--- config.mk ---
export PLATFORM = sky130hd
export DESIGN_NAME = serial_word_packer
export DESIGN_NICKNAME = d
export VERILOG_FILES = /design/src/rtl/serial_word_packer.sv
export SDC_FILE = /design/constraint.sdc
export NUM_CORES = 1
export LEC_CHECK = 0
export BUFFER_PORTS_ARGS = -buffer_cell sky130_fd_sc_hd__buf_4
export CAP_MARGIN = 40
export CORE_AREA = 2 2 39 41
export DETAILED_ROUTE_END_ITERATION = 16
export DIE_AREA = 0 0 41 43
export GPL_ROUTABILITY_DRIVEN = 0
export HOLD_SLACK_MARGIN = 0.05
export SLEW_MARGIN = 10
export SYNTH_ARGS = -nofsm -noshare
export SYNTH_HDL_FRONTEND = slang
export SYNTH_SLANG_ARGS = --single-unit
--- constraint.sdc ---
create_clock -name clk -period 2.1 [get_ports clk]
set_input_delay 0.105 -clock clk [delete_from_list [all_inputs] [get_ports clk]]
set_output_delay 0.105 -clock clk [all_outputs]
set_load 0.1 [all_outputs]
--- src/rtl/serial_word_packer.sv ---
// serial_word_packer: gathers `size` serial bits (MSB first) under a start /
// serValid handshake, computes a parity flag, and presents the word together
// with a one-cycle ld strobe to a downstream data/flag register.
//
// Handshake: start is sampled only in IDLE and opens a frame. serIn is taken
// only on a posedge where serValid=1 while in SHIFT. After the size-th valid
// bit, the FSM spends exactly one cycle in LOAD (ld=1), then returns to IDLE.
// start and serValid are ignored outside IDLE and SHIFT respectively.
module serial_word_packer #(
  parameter int size       = 2,
  parameter bit ODD_PARITY = 1'b0
) (
  input  logic            clk,
  input  logic            rst,
  input  logic            start,
  input  logic            serIn,
  input  logic            serValid,
  output logic            ld,
  output logic [size-1:0] packedData,
  output logic            packedFlag,
  output logic            busy
);

  localparam int CNT_W = $clog2(size + 1);

  // State is kept in a named enum so checkers can bind to it by name.
  typedef enum logic [1:0] {
    IDLE  = 2'd0,
    SHIFT = 2'd1,
    LOAD  = 2'd2
  } state_t;

  state_t          state;
  state_t          nextState;
  logic [size-1:0] shReg;
  logic [size-1:0] shNext;
  logic [CNT_W-1:0] bitCnt;
  logic            acc;
  logic            accNext;
  logic            lastBit;

  // Shift value after taking serIn; a one-bit word simply becomes serIn.
  generate
    if (size == 1) begin : gSingle
      assign shNext = serIn;
    end else begin : gMulti
      assign shNext = {shReg[size-2:0], serIn};
    end
  endgenerate

  assign accNext = acc ^ serIn;
  // True on the edge that captures the final bit of the frame.
  assign lastBit = serValid && (bitCnt == CNT_W'(size - 1));

  // State register.
  always_ff @(posedge clk) begin
    if (rst) state <= IDLE;
    else     state <= nextState;
  end

  // Next-state logic.
  always_comb begin
    nextState = state;
    case (state)
      IDLE:    if (start)   nextState = SHIFT;
      SHIFT:   if (lastBit) nextState = LOAD;
      LOAD:                 nextState = IDLE;
      default:              nextState = IDLE;
    endcase
  end

  // Moore outputs decoded from the state register only.
  always_comb begin
    ld   = 1'b0;
    busy = 1'b0;
    case (state)
      SHIFT:   busy = 1'b1;
      LOAD: begin
        ld   = 1'b1;
        busy = 1'b1;
      end
      default: begin
        ld   = 1'b0;
        busy = 1'b0;
      end
    endcase
  end

  // Frame datapath: cleared when a frame opens, advanced on each valid bit.
  always_ff @(posedge clk) begin
    if (rst) begin
      shReg  <= '0;
      bitCnt <= '0;
      acc    <= 1'b0;
    end else if (state == IDLE) begin
      if (start) begin
        shReg  <= '0;
        bitCnt <= '0;
        acc    <= 1'b0;
      end
    end else if (state == SHIFT && serValid) begin
      shReg <= shNext;
      acc   <= accNext;
      // Counter saturates at size; it never wraps within a frame.
      if (bitCnt != CNT_W'(size)) bitCnt <= bitCnt + CNT_W'(1);
    end
  end

  // Output word/flag registers, loaded on entry to LOAD and held afterwards.
  always_ff @(posedge clk) begin
    if (rst) begin
      packedData <= '0;
      packedFlag <= 1'b0;
    end else if (state == SHIFT && lastBit) begin
      packedData <= shNext;
      packedFlag <= accNext ^ ODD_PARITY;
    end
  end

endmodule

==> impl_metrics.tcl <==
set metrics [dict create \
    outcome "finished, final reports clean" \
    core.rowCount 14 \
    insertion_delay_ns 0.25 \
    yosysTopAreaCellShare_pct 36.7 \
    design.core.area_mm2 0.00138 \
    fin_tns_setup_ns 0 \
    fin_hold_ws_ns 0.0892 \
    startpoint "state[0]" \
    dieHeight_um 43 \
    multi_input_area_um2 292 \
    syn-num-nets 65 \
    cts_setup_buffers 0 \
    synth-adder-area-share_pct 17.9 \
    drt_iter0_drc 3 \
    clkTransAtPathRegs_ns 0.06 \
    ctsRootBufferMaster "clkbuf_4" \
    r2r_start "state[0]" \
    grt_max_degree 12 \
    end_kind "primary output" \
    p_leak_uw 0.000268 \
    slew_headroom_pct 81.6 \
    grt_remaining_overflow 0 \
    avgSynthCellArea_um2 9.25 \
    synth_seq_cells 9 \
    drt-total-wl_um 803 \
    synth_xor_area_share_pct 1.79 \
    diodes 0 \
    finalHoldViolations 0 \
    postCtsResizedCells 0 \
    tightest_slew_ns 0.279 \
    grt_usage_pct 10.8 \
    synth_area_leader_cell "dfxtp_1" \
    crit_arrival_ns 1.29 \
    numPortBuffers 9 \
    syn_area_um2 490 \
    h-tree-depth 1 \
    cts_tree "built" \
    worstHoldStart "rst" \
    synth_cells 53 \
    io_pins 10 \
    synth_top_family_by_area "simple AND/OR/NAND/NOR gates" \
    drtAntennaViolNets 0 \
    period_needed_ns 1.39 \
    fin_skew_ns 0.00228 \
    drv_slew 0 \
    area_growth_pct 22.4 \
    path_max_fanout 4 \
    dr_total_vias 389 \
    cts_num_sinks 9 \
    rrSetupSlack_ns 0.72 \
    antenna_found_initial 0 \
    cts_buffer_depth 2 \
    irDropWorstVdd_uv 1060 \
    first_global_vias 330 \
    whs_path_depth 2 \
    start_util_pct 35.4 \
    cts_buffers 3 \
    yosys-top-cells-area "dfxtp_1, ha_1, mux2i_1" \
    die_area_mm2 0.00176 \
    synth_mux_area_share_pct 10.2 \
    grt_pass1_wl_um 1300 \
    r2r-end "bitCnt[1]" \
    critPathLaunchType "flop" \
    drive_gt1_share_pct 18.5 \
    yosysSeqAreaShare_pct 36.7 \
    routed_via_density 4.80 \
    synthSimpleGateAreaFrac_pct 23.0 \
    synth_compound_area_share_pct 6.63 \
    finalCritPeriodShare_pct 66.3 \
    hold_end "bitCnt[1]" \
    yosysUniqueCellTypes 16 \
    dp_hpwl_um 642 \
    wl_per_cell_um 9.91 \
    required_ns 2.00 \
    cts_hold_buffers 0 \
    first_pass_iters 3 \
    min_path_type "primary input to flop" \
    worstSetupPathType "flop to primary output" \
    rsz0062_at_grt "false" \
    maxCapViolations 0 \
    ff_latch_area_um2 180 \
    reg2reg_depth 5 \
    dieWidth_um 41 \
    nFillCells 145 \
    ys_warn_count 0 \
    clock.fmax_mhz 718 \
    power_density_mw_per_mm2 1120 \
    setup_viol 0 \
    drc 0 \
    fin_nets 78 \
]
kinds of logic (layout without fill, tap and decap cells):
logic type,Yosys count,in the layout
AO/OA/AOI/OAI,6,6
adder cells (fa/ha/maj),7,7
XOR/XNOR,1,1
flip-flops,9,9
AND/OR/NAND/NOR,20,20
multiplexers,5,5
buffers and inverters,5,17
metrics by stage:
stage	instances	utilization [%]	worst slack, ns	power, uW	cell area (um2)
global placement	77	41.5	0.747	541	574
detailed placement	77	41.5	0.700	546	574
CTS	81	43.4	0.684	679	601
global route	81	43.4	0.586	714	601
finish	81	43.4	0.708	672	601
floorplan	53	-	0.723	490	490
power by group:
group          switching (uW)  internal (uW)
Clock                    59.8           73.2
Sequential               16.1            190
Combinational             235           98.1
final cells by class:
class,count,area share (%)
multi-input cells,39,48.5
flip-flops and latches,9,30.0
repair buffers,9,11.3
clock buffers,4,4.38
well taps,16,3.33
inverters,4,2.50
how the worst max path moves through the flow:
stage                     cells past startpoint        end
after detailed placement                      5   state[0]
after global routing                          5   state[1]
after CTS                                     5   state[0]
after floorplan                               2       busy
final                                         3       busy
after global placement                        5  bitCnt[1]
critical path: stages (launching register included):
cell and delay (ns):
dfxtp_1 0.38, inv_1 0.10, ha_1 0.28, buf_4 0.28
synthesized netlist by cell type:
master and number:
dfxtp_1 9, ha_1 7, a21oi_1 5, mux2i_1 5, nand2b_1 5, inv_1 4
nand3_1 4, nand2_1 3, nor2_1 3, or2_0 2, clkbuf_1 1, nand4b_1 1
nand4bb_1 1, nor2b_1 1, o211ai_1 1, xor2_1 1
layout by cell type (no fill, tap or decap), drive strengths merged, types with 2 or more instances in the layout:
| master | synthesis | routed |
|---|---|---|
| dfxtp | 9 | 9 |
| buf | 0 | 9 |
| ha | 7 | 7 |
| mux2i | 5 | 5 |
| nand2b | 5 | 5 |
| a21oi | 5 | 5 |
| inv | 4 | 4 |
| nand3 | 4 | 4 |
| clkbuf | 1 | 4 |
| nor2 | 3 | 3 |
| nand2 | 3 | 3 |
| or2 | 2 | 2 |
metal layers:
layer  vias up  GRT usage (%)  part of all wire (%)
met3         2           1.57                   6.2
li1        199              -                     -
met5         -              0                     0
met4         0           8.00                  0.87
met2        11           15.0                    47
met1       177           14.5                    46
flip-flops by register name, indices dropped and copies added (netlist names):
| register | cells |
|---|---|
| packedData | 2 |
| shReg | 1 |
| acc | 1 |
| bitCnt | 2 |
| packedFlag | 1 |
| state | 2 |
(Power assumes the default switching activity.)
